**src/rtl/ctrl_pkg.sv**
```systemverilog
// Shared definitions for the keypad sequence controller: FSM state encoding
// and the default data width / storage depth.
package ctrl_pkg;

    typedef enum logic [1:0] {
        StIdle  = 2'd0,
        StWrite = 2'd1,
        StRead  = 2'd2
    } state_e;

    localparam int unsigned DefDataW = 4;
    localparam int unsigned DefDepth = 16;

endpackage

```
**src/rtl/pulse_sync.sv**
```systemverilog
// Two-flop synchroniser plus rising-edge detector for the keypad dav level,
// with the key code pipelined alongside so it is captured where dav was first seen.
module pulse_sync #(
    parameter int unsigned Width = 4
) (
    input  logic             clk_i,
    input  logic             rst_i,
    input  logic             level_i,
    input  logic [Width-1:0] data_i,
    output logic             pulse_o,
    output logic [Width-1:0] data_o
);

    logic             s1_q, s2_q, low_q, pulse_q;
    logic [1:0]       live_q;
    logic [Width-1:0] d1_q, d2_q, data_q;

    // low_q only counts a low that was really sampled after reset, so a level
    // already high when reset is released never looks like a rising edge.
    always_ff @(posedge clk_i) begin
        if (rst_i) begin
            s1_q    <= 1'b0;
            s2_q    <= 1'b0;
            low_q   <= 1'b0;
            pulse_q <= 1'b0;
            live_q  <= 2'b00;
            d1_q    <= '0;
            d2_q    <= '0;
            data_q  <= '0;
        end else begin
            s1_q    <= level_i;
            s2_q    <= s1_q;
            d1_q    <= data_i;
            d2_q    <= d1_q;
            data_q  <= d2_q;
            live_q  <= {live_q[0], 1'b1};
            low_q   <= live_q[1] & ~s2_q;
            pulse_q <= s2_q & low_q;
        end
    end

    assign pulse_o = pulse_q;
    assign data_o  = data_q;

endmodule

```
**src/rtl/keypad_seq_ctrl.sv**
```systemverilog
// Keypad sequence recorder: records key codes in WRITE mode and plays them back
// one per timer tick in READ mode, optionally looping.
module keypad_seq_ctrl
    import ctrl_pkg::*;
#(
    parameter int unsigned DATA_W = DefDataW,
    parameter int unsigned DEPTH  = DefDepth,
    parameter int unsigned LOOP   = 0
) (
    input  logic                     clock,
    input  logic                     reset,
    input  logic                     dav,
    input  logic [DATA_W-1:0]        DataIn,
    input  logic                     ModeBtn,
    input  logic                     TimerTrigger,
    output logic [1:0]               State,
    output logic [$clog2(DEPTH):0]   Count,
    output logic                     Full,
    output logic                     Overflow,
    output logic [DATA_W-1:0]        DataOut,
    output logic                     DataValid
);

    localparam int unsigned AW = $clog2(DEPTH);
    localparam logic [AW:0]   DepthC = DEPTH[AW:0];
    localparam logic [AW:0]   CntOne = 1;
    localparam logic [AW-1:0] PtrOne = 1;

    state_e              state_d, state_q;
    logic [AW:0]         count_d, count_q, rd_next;
    logic [AW-1:0]       wr_ptr_d, wr_ptr_q, rd_ptr_d, rd_ptr_q;
    logic                overflow_d, overflow_q, valid_d, valid_q, full_q;
    logic [DATA_W-1:0]   dout_d, dout_q, key_data;
    logic                key_stb, mem_we;
    logic [DATA_W-1:0]   mem_q [DEPTH];

    pulse_sync #(
        .Width (DATA_W)
    ) u_pulse_sync (
        .clk_i   (clock),
        .rst_i   (reset),
        .level_i (dav),
        .data_i  (DataIn),
        .pulse_o (key_stb),
        .data_o  (key_data)
    );

    assign rd_next = {1'b0, rd_ptr_q} + CntOne;

    // ModeBtn is tested first in every state so a coincident key or tick is dropped.
    always_comb begin
        state_d    = state_q;
        count_d    = count_q;
        wr_ptr_d   = wr_ptr_q;
        rd_ptr_d   = rd_ptr_q;
        overflow_d = 1'b0;
        valid_d    = 1'b0;
        dout_d     = dout_q;
        mem_we     = 1'b0;
        case (state_q)
            StIdle: begin
                if (ModeBtn) begin
                    state_d  = StWrite;
                    count_d  = '0;
                    wr_ptr_d = '0;
                end
            end
            StWrite: begin
                if (ModeBtn) begin
                    state_d  = StRead;
                    rd_ptr_d = '0;
                end else if (key_stb) begin
                    if (count_q == DepthC) begin
                        overflow_d = 1'b1;
                    end else begin
                        mem_we   = 1'b1;
                        wr_ptr_d = wr_ptr_q + PtrOne;
                        count_d  = count_q + CntOne;
                    end
                end
            end
            StRead: begin
                if (ModeBtn || count_q == '0) begin
                    state_d = StIdle;
                end else if (TimerTrigger) begin
                    dout_d  = mem_q[rd_ptr_q];
                    valid_d = 1'b1;
                    if (rd_next == count_q) begin
                        rd_ptr_d = '0;
                        if (LOOP == 0) begin
                            state_d = StIdle;
                        end
                    end else begin
                        rd_ptr_d = rd_next[AW-1:0];
                    end
                end
            end
            default: state_d = StIdle;
        endcase
    end

    always_ff @(posedge clock) begin
        if (reset) begin
            state_q    <= StIdle;
            count_q    <= '0;
            wr_ptr_q   <= '0;
            rd_ptr_q   <= '0;
            full_q     <= 1'b0;
            overflow_q <= 1'b0;
            valid_q    <= 1'b0;
            dout_q     <= '0;
        end else begin
            state_q    <= state_d;
            count_q    <= count_d;
            wr_ptr_q   <= wr_ptr_d;
            rd_ptr_q   <= rd_ptr_d;
            full_q     <= (count_d == DepthC);
            overflow_q <= overflow_d;
            valid_q    <= valid_d;
            dout_q     <= dout_d;
        end
    end

    always_ff @(posedge clock) begin
        if (mem_we && !reset) begin
            mem_q[wr_ptr_q] <= key_data;
        end
    end

    assign State     = state_q;
    assign Count     = count_q;
    assign Full      = full_q;
    assign Overflow  = overflow_q;
    assign DataOut   = dout_q;
    assign DataValid = valid_q;

endmodule
```
**config.mk**
```make
export PLATFORM = sky130hd
export DESIGN_NAME = keypad_seq_ctrl
export DESIGN_NICKNAME = d
export VERILOG_FILES = /design/src/rtl/ctrl_pkg.sv /design/src/rtl/pulse_sync.sv /design/src/rtl/keypad_seq_ctrl.sv
export SDC_FILE = /design/constraint.sdc
export NUM_CORES = 1
export LEC_CHECK = 0
export CAP_MARGIN = 40
export CORE_ASPECT_RATIO = 0.8
export CORE_UTILIZATION = 53
export DETAILED_ROUTE_END_ITERATION = 10
export GPL_ROUTABILITY_DRIVEN = 1
export PLACE_DENSITY = 0.83
export SKIP_LAST_GASP = 1
export SYNTH_ARGS = -nofsm -noshare
export SYNTH_HDL_FRONTEND = slang
export SYNTH_SLANG_ARGS = --single-unit
```
**constraint.sdc**
```tcl
create_clock -name clock -period 2.12 [get_ports clock]
set_clock_uncertainty 0.1 [all_clocks]
set_input_delay 0.424 -clock clock [delete_from_list [all_inputs] [get_ports clock]]
set_output_delay 0.424 -clock clock [all_outputs]
set_load 0.1 [all_outputs]
```
### Word level (Yosys, flattened, before mapping)

Memory sizes are Yosys's and may differ from the RTL's. A register that Yosys moved wholly into a read port is not among the register bits.
Cells that the tools add are included.

| cells by class | value |
|---|---|
| add/subtract/negate cells | 3 |
| equality and inequality tests | 14 |
| muxes and demuxes | 29 |
| bitwise operators | 7 |
| reduce and logical (&&, ||, !) cells | 13 |

Operators by type and width:

| operator | count |
|---|---|
| two-way mux 4 bit | 7 |
| two-way mux 5 bit | 4 |
| case mux 4 bit (2 select lines) | 2 |
| inequality test 2 bit, second input constant | 6 |
| equality test 5 bit, second input constant | 2 |
| two-way mux 2 bit | 5 |
| case mux 5 bit (2 select lines) | 1 |
| two-way mux 1 bit | 9 |
| AND reduction 4 bit | 2 |
| inequality test 3 bit, second input constant | 2 |
| case mux 2 bit (3 select lines) | 1 |
| adder 4 x 1 -> 5 bit, second input constant | 1 |
| adder 5 x 1 -> 5 bit, second input constant | 1 |
| equality test 5 bit | 1 |
| logical NOT 5 bit | 1 |
| NOT 1 bit | 5 |
| AND reduction 5 bit | 1 |
| adder 4 x 1 -> 4 bit, second input constant | 1 |
| nonzero test 2 bit | 2 |
| OR reduction 4 bit | 1 |
| AND reduction 3 bit | 1 |
| OR reduction 3 bit | 1 |
| AND 1 bit | 2 |
| equality test 2 x 1 -> 1 bit, second input constant | 1 |
| other kinds (6) | 6 |

| storage, ports and cells | value |
|---|---|
| flip-flop bits (word level) | 36 |
| RAM bits | 64 |
| input bits | 9 |
| output and inout port bits | 14 |
| logic and storage cells | 83 |
| memories kept | 1 |

Memories:

| name | words | bits a word | read ports | clocked after Yosys merged registers in | wr ports | line | source |
|---|---|---|---|---|---|---|---|
| mem_q | 16 | 4 | 1 | 1 | 1 | keypad_seq_ctrl.sv:35 | `logic [DATA_W-1:0] mem_q [DEPTH];` |

### Logic depth before layout (Yosys ltp)

| depth | value |
|---|---|
| depth in word-level cells | 8 |
| gate-level depth with buffers | 8 |
| mapped depth without buffers | 7 |

### Modules after synthesis

From an unflattened synthesis, not the netlist that was laid out.

| unflattened totals | value |
|---|---|
| cells, all modules | 304 |
| area total of the unflattened synthesis | 4291.6 sq um |

By module, submodules not included:

| module | times used | cells an instance | area each (sq um) | sequential area each (sq um) |
|---|---|---|---|---|
| keypad_seq_ctrl | 1 | 267 | 3794.9 | 2362.3 |
| pulse_sync | 1 | 37 | 496.7 | 360.3 |

### Worst setup path after synthesis

OpenSTA, ideal clock, no wires.

| timing path | value |
|---|---|
| path type | reg2reg |
| start point | reg count_q[1] (netlist: Count[1]) |
| end point | mem mem_q[3][0] (netlist bit) (enable) |
| library setup time | 361 ps |
| data arrival time | 2457 ps |
| data required time | 1659 ps |
| slack | -799 ps |
| stages on the path, launching flop included | 8 |
| path buffers | 0 |
| period minus slack after synthesis | 2919 ps |
| cell sequence | dfxtp_1 inv_1 ha_1 and4bb_1 or2_1 nor2_2 nand2_1 nor3_1 |

| on the way | value |
|---|---|
| cells in the longest elaborated chain, start to end | 8 |

RTL lines:

| item | line | source |
|---|---|---|
| start, declared | keypad_seq_ctrl.sv:30 | `logic [AW:0] count_d, count_q, rd_next;` |
| start signal, assigned | keypad_seq_ctrl.sv:114 | `count_q <= count_d;` |
| equality test 5 bit | keypad_seq_ctrl.sv:73 | `if (count_q == DepthC) begin` |
| two-way mux 1 bit | keypad_seq_ctrl.sv:73 |  |
| two-way mux 1 bit | keypad_seq_ctrl.sv:72 | `end else if (key_stb) begin` |
| two-way mux 1 bit | keypad_seq_ctrl.sv:69 | `if (ModeBtn) begin` |
| two-way mux 1 bit | keypad_seq_ctrl.sv:60 | `case (state_q)` |
| logical AND 1 bit | keypad_seq_ctrl.sv:125 | `if (mem_we && !reset) begin` |
| two-way mux 1 bit | keypad_seq_ctrl.sv:125 |  |
| two-way mux 1 bit (implied by the code) | keypad_seq_ctrl.sv:126 | `mem_q[wr_ptr_q] <= key_data;` |
| end, declared | keypad_seq_ctrl.sv:35 |  |

No other way between the ends.

### Worst setup path after layout

| timing path | value |
|---|---|
| start point | reg count_q[0] (netlist: Count[0]) |
| end point | mem mem_q[3][1] (netlist bit) (enable) |

The elaborated chain is that of the path after synthesis.

==> tab_implementation.tex <==
\begin{tabular}{lr}
\hline
Metric & Value \\
\hline
\multicolumn{2}{l}{\textbf{Run status}} \\
\quad Status & completed \\
\multicolumn{2}{l}{\textbf{Floorplanning}} \\
\quad Die height & 81.92 um \\
\quad Count of standard-cell rows & 28 \\
\quad Width of the die & 101.9 um \\
\quad Die footprint & 8348 sq um \\
\quad Placeable core area & 7567 sq um \\
\quad Effective utilization at floorplan & 55.92\% \\
\quad Top-level port count & 23 \\
\multicolumn{2}{l}{\textbf{STA}} \\
\quad Relative max-transition margin & 54.56\% \\
\quad Min setup slack post-route & 14.66 ps \\
\quad Actual slew at the worst max-slew pin & 680.7 ps \\
\quad Highest Clock Rate & 0.4750 GHz \\
\quad Number of hold violations in the final report & 0 \\
\quad Number of setup violations in the final report & 0 \\
\quad Period minus WS final & 2105 ps \\
\quad Final count of pins violating max slew & 0 \\
\quad Share of the cycle needed by the critical path after routing & 99.31\% \\
\quad Unrepaired setup endpoints after global routing & true \\
\multicolumn{2}{l}{\textbf{Clocking}} \\
\quad Number of sinks on the clock net & 104 \\
\quad Number of H-tree branching levels & 3 \\
\quad Clock network latency to the later pin of the worst-skew pair & 370 ps \\
\quad Clock tree from TritonCTS & built \\
\quad Root Buffer & sky130\_fd\_sc\_hd\_\_clkbuf\_8 \\
\quad Max Root-Sink Buffers & 2 \\
\quad CTS Buf Count & 9 \\
\quad Hold buffers post-CTS & 0 \\
\quad Register clock-pin slew on the reported worst setup and hold paths & 100 ps \\
\multicolumn{2}{l}{\textbf{Route}} \\
\quad Pre-Repair DR Iteration Count & 4 \\
\quad Detailed-route via count & 2568 \\
\quad Antenna viol nets, final & 0 \\
\quad Vias/cell & 5.632 \\
\quad Iteration-0 DRC count of the detailed router & 235 \\
\quad Residual DRC & 0 \\
\quad Wire length reported by the detailed router & 8.208 mm \\
\quad Routed len/inst & 18.00 um \\
\multicolumn{2}{l}{\textbf{Global route}} \\
\quad Antenna violations before repair & 0 \\
\quad Wire length of the first global-routing pass & 12.97 mm \\
\quad Number of global-route vias before repair & 2492 \\
\quad Total gr overflow & 0 \\
\quad Pin count of the biggest net entering global routing & 19 \\
\quad Aggregate global-route resource usage & 22.19\% \\
\multicolumn{2}{l}{\textbf{Worst setup path}} \\
\quad Worst setup startpoint & Count[0]\$\_SDFF\_PP0\_ \\
\quad Buffers \& Inverters on Critical Path & 1 \\
\quad Register-to-register setup slack & 10 ps \\
\quad Peak per-stage delay on the critical path & 380 ps \\
\quad Cell class contributing the biggest share of worst-path delay & simple AND/OR/NAND/NOR gates \\
\quad Path length in cells of the critical path & 7 \\
\quad Source of the worst register-to-register timing path & Count[0]\$\_SDFF\_PP0\_ \\
\quad End of the worst register-to-register path & mem\_q[3][1]\$\_DFFE\_PP\_ \\
\quad Worst Setup EP & mem\_q[3][1]\$\_DFFE\_PP\_ \\
\quad Worst path required time & 2090 ps \\
\quad Highest fanout seen on the critical path & 4 \\
\quad Kind of capture point of the worst setup path & flip-flop \\
\quad Number of cells traversed by the worst register-to-register path & 7 \\
\quad Cells along the critical path & inv\_4 > ha\_4 > and4bb\_2 > or2\_4 > nor2\_4 > nand2\_2 > nor3\_4 \\
\quad Startpoint kind of the worst setup timing path & flip-flop \\
\quad Max stage delay cell, worst path & sky130\_fd\_sc\_hd\_\_dfxtp\_4 \\
\quad Type of the worst setup path & reg -> reg \\
\quad CP Data Arrival Time & 2080 ps \\
\multicolumn{2}{l}{\textbf{Power}} \\
\quad Maximum vdd drop & 0.6136 mV \\
\quad Pwr/cell area & 729.2 nW/um\^{}2 \\
\quad Leakage power summed over all cells & 1.711 nW \\
\multicolumn{2}{l}{\textbf{Logic synthesis}} \\
\quad Adder-Cell Fraction of Synth Area & 2.070\% \\
\quad Combinational family with the most area after synthesis & simple AND/OR/NAND/NOR gates \\
\quad Synthesized instance count & 306 \\
\quad Share of the synthesized area in compound gates (AO/OA/AOI/OAI) & 6.475\% \\
\quad Flip-flop cell with the highest count after synthesis & sky130\_fd\_sc\_hd\_\_edfxtp\_1 \\
\quad Number of warning messages in the yosys log & 0 \\
\quad Synth cell types & 51 \\
\quad Mapped Nets & 322 \\
\quad Parity-gate share of the synthesized area counting xor and xnor cells & 1.863\% \\
\quad Post-synthesis mux area share & 8.752\% \\
\quad Register bit count reported by yosys & 104 \\
\quad Fraction of the yosys area taken by sequential cells & 64.34\% \\
\quad Cell taking the most area after synthesis & sky130\_fd\_sc\_hd\_\_edfxtp\_1 \\
\quad Async set-reset flop share out of synthesis & 0\% \\
\quad Top cell type's share of synthesized area & 45.42\% \\
\quad Cell types with the largest area share after synthesis & sky130\_fd\_sc\_hd\_\_edfxtp\_1 (45\%), sky130\_fd\_sc\_hd\_\_dfxtp\_1 (19\%), sky130\_fd\_sc\_hd\_\_mux4\_2 (8.5\%) \\
\quad Simple-gate share of the synthesized area & 13.60\% \\
\quad Number of flops mapped to enable cells by yosys & 64 \\
\quad Cell area after synthesis & 4232 sq um \\
\quad Post-synthesis average cell area & 13.83 sq um \\
\multicolumn{2}{l}{\textbf{Layout}} \\
\quad Most common library cell in the layout ignoring fill and taps & sky130\_fd\_sc\_hd\_\_edfxtp\_1 \\
\quad Final instance area & 5025 sq um \\
\quad Fraction of final layout cells sized beyond drive strength 1 & 30.77\% \\
\quad Area overhead of the layout relative to synthesis & 18.75\% \\
\quad Number of nets in the layout & 362 \\
\quad Number of antenna repair diodes & 0 \\
\quad Top library cells by usage in the layout, fill and taps aside & sky130\_fd\_sc\_hd\_\_edfxtp\_1 (64), sky130\_fd\_sc\_hd\_\_buf\_4 (34), sky130\_fd\_sc\_hd\_\_dfxtp\_1 (33), sky130\_fd\_sc\_hd\_\_nor2b\_1 (19), sky130\_fd\_sc\_hd\_\_nor2\_1 (18) \\
\multicolumn{2}{l}{\textbf{Placed design}} \\
\quad Routability Congestion & 0.8290 \\
\quad Setup slack at placement & -295.1 ps \\
\quad Total cell area at the placement stage & 4747 sq um \\
\quad Number of buffers added on ports & 22 \\
\quad HPWL after DPL & 5.721 mm \\
\multicolumn{2}{l}{\textbf{Min path}} \\
\quad Min-Delay Path Class & reg -> reg \\
\multicolumn{2}{l}{\textbf{Flow run}} \\
\quad Max-Cap Viols & 0 \\
\hline
\end{tabular}
## worst min path at each step
stage / end / startpoint / cells after the start / slack [ps]
finish: u_pulse_sync.low_q$_SDFF_PP0_ / u_pulse_sync.s2_q$_SDFF_PP0_ / 1 / 310
global route: u_pulse_sync.low_q$_SDFF_PP0_ / u_pulse_sync.s2_q$_SDFF_PP0_ / 1 / 340
CTS: u_pulse_sync.low_q$_SDFF_PP0_ / u_pulse_sync.s2_q$_SDFF_PP0_ / 1 / 320
detailed placement: u_pulse_sync.low_q$_SDFF_PP0_ / u_pulse_sync.s2_q$_SDFF_PP0_ / 1 / 300
global placement: u_pulse_sync.low_q$_SDFF_PP0_ / u_pulse_sync.s2_q$_SDFF_PP0_ / 1 / 300
floorplan: u_pulse_sync.low_q$_SDFF_PP0_ / u_pulse_sync.s2_q$_SDFF_PP0_ / 1 / 290
## cell families (layout without fill, tap and decap cells)
logic type,Yosys count,after routing
AO/OA/AOI/OAI,40,40
XOR/XNOR,9,9
adder cells (fa/ha/maj),7,7
buffers and inverters,23,68
flip-flops,104,104
multiplexers,17,17
AND/OR/NAND/NOR,106,106
## where the power goes
group          switching, mW  internal [mW]
clock network          0.660          0.703
registers             0.0254           2.15
logic                 0.0750         0.0539
## routing by layer
metal / track usage [%] / vias up / wire (um)
met5: 0 / - / 0
met4: 9.286 / 0 / 141
met3: 7.149 / 17 / 439
met2: 33.24 / 80 / 3862
met1: 30.06 / 1263 / 3765
li1: - / 1208 / -
## state kept, by name (all words and copies together) (netlist names)
signal and cells:
DataOut 4, u_pulse_sync.d2_q 4, u_pulse_sync.low_q 1, Full 1
u_pulse_sync.pulse_o 1, Overflow 1, Count 5, u_pulse_sync.s1_q 1
wr_ptr_q 4, DataValid 1, State 2, u_pulse_sync.d1_q 4
u_pulse_sync.s2_q 1, rd_ptr_q 4, mem_q 64, u_pulse_sync.data_o 4
u_pulse_sync.live_q 2
## synth_stat cells, types with 2 or more instances
cell and n:
sky130_fd_sc_hd__ha_1 7, sky130_fd_sc_hd__and2_1 3, sky130_fd_sc_hd__xnor2_1 5, sky130_fd_sc_hd__nand3_1 9
sky130_fd_sc_hd__a21oi_1 11, sky130_fd_sc_hd__nand2b_1 5, sky130_fd_sc_hd__mux4_2 16, sky130_fd_sc_hd__dfxtp_1 40
sky130_fd_sc_hd__a31oi_1 5, sky130_fd_sc_hd__edfxtp_1 64, sky130_fd_sc_hd__a21oi_2 2, sky130_fd_sc_hd__buf_4 2
sky130_fd_sc_hd__buf_2 2, sky130_fd_sc_hd__o21ai_0 5, sky130_fd_sc_hd__a22oi_1 5, sky130_fd_sc_hd__o211ai_1 2
sky130_fd_sc_hd__nor2_1 30, sky130_fd_sc_hd__nand4_1 3, sky130_fd_sc_hd__nor3b_1 3, sky130_fd_sc_hd__inv_1 8
sky130_fd_sc_hd__xor2_1 4, sky130_fd_sc_hd__nor2b_1 19, sky130_fd_sc_hd__clkbuf_1 6, sky130_fd_sc_hd__nand2_1 15
sky130_fd_sc_hd__o22ai_1 2, sky130_fd_sc_hd__buf_6 3, sky130_fd_sc_hd__nor3_1 6
## repair_timing
action | in CTS | in global routing
setup buffers | 0 | 2
endpoints found under the hold margin | 0 | 0
setup endpoints to repair | 0 | 44
resized for setup | 0 | 7
## layout make-up
class | count | area (sq um)
inverter | 8 | 35.03
clock buffer | 10 | 137.6
tap | 105 | 131.4
timing repair buffer | 44 | 375.4
sequential | 104 | 2739
multi-input combinational | 179 | 1516
fill | 558 | 2542
clock inverter | 6 | 90.09
## per-stage QoR
step                      TNS (ps)  hold slack (ps)  std cells  power [mW]  utilization [%]
after global placement      -13770            296.3        438       2.341            62.73
after CTS                        0            317.9        454       3.690            65.74
after detailed placement    -16290            304.2        438       2.345            62.73
after global routing        -560.5            335.9        456       3.784            66.40
after floorplan              -2583            288.5        306       2.294                -
final                            0            314.5        456       3.664            66.40
(Power assumes the default switching activity.)
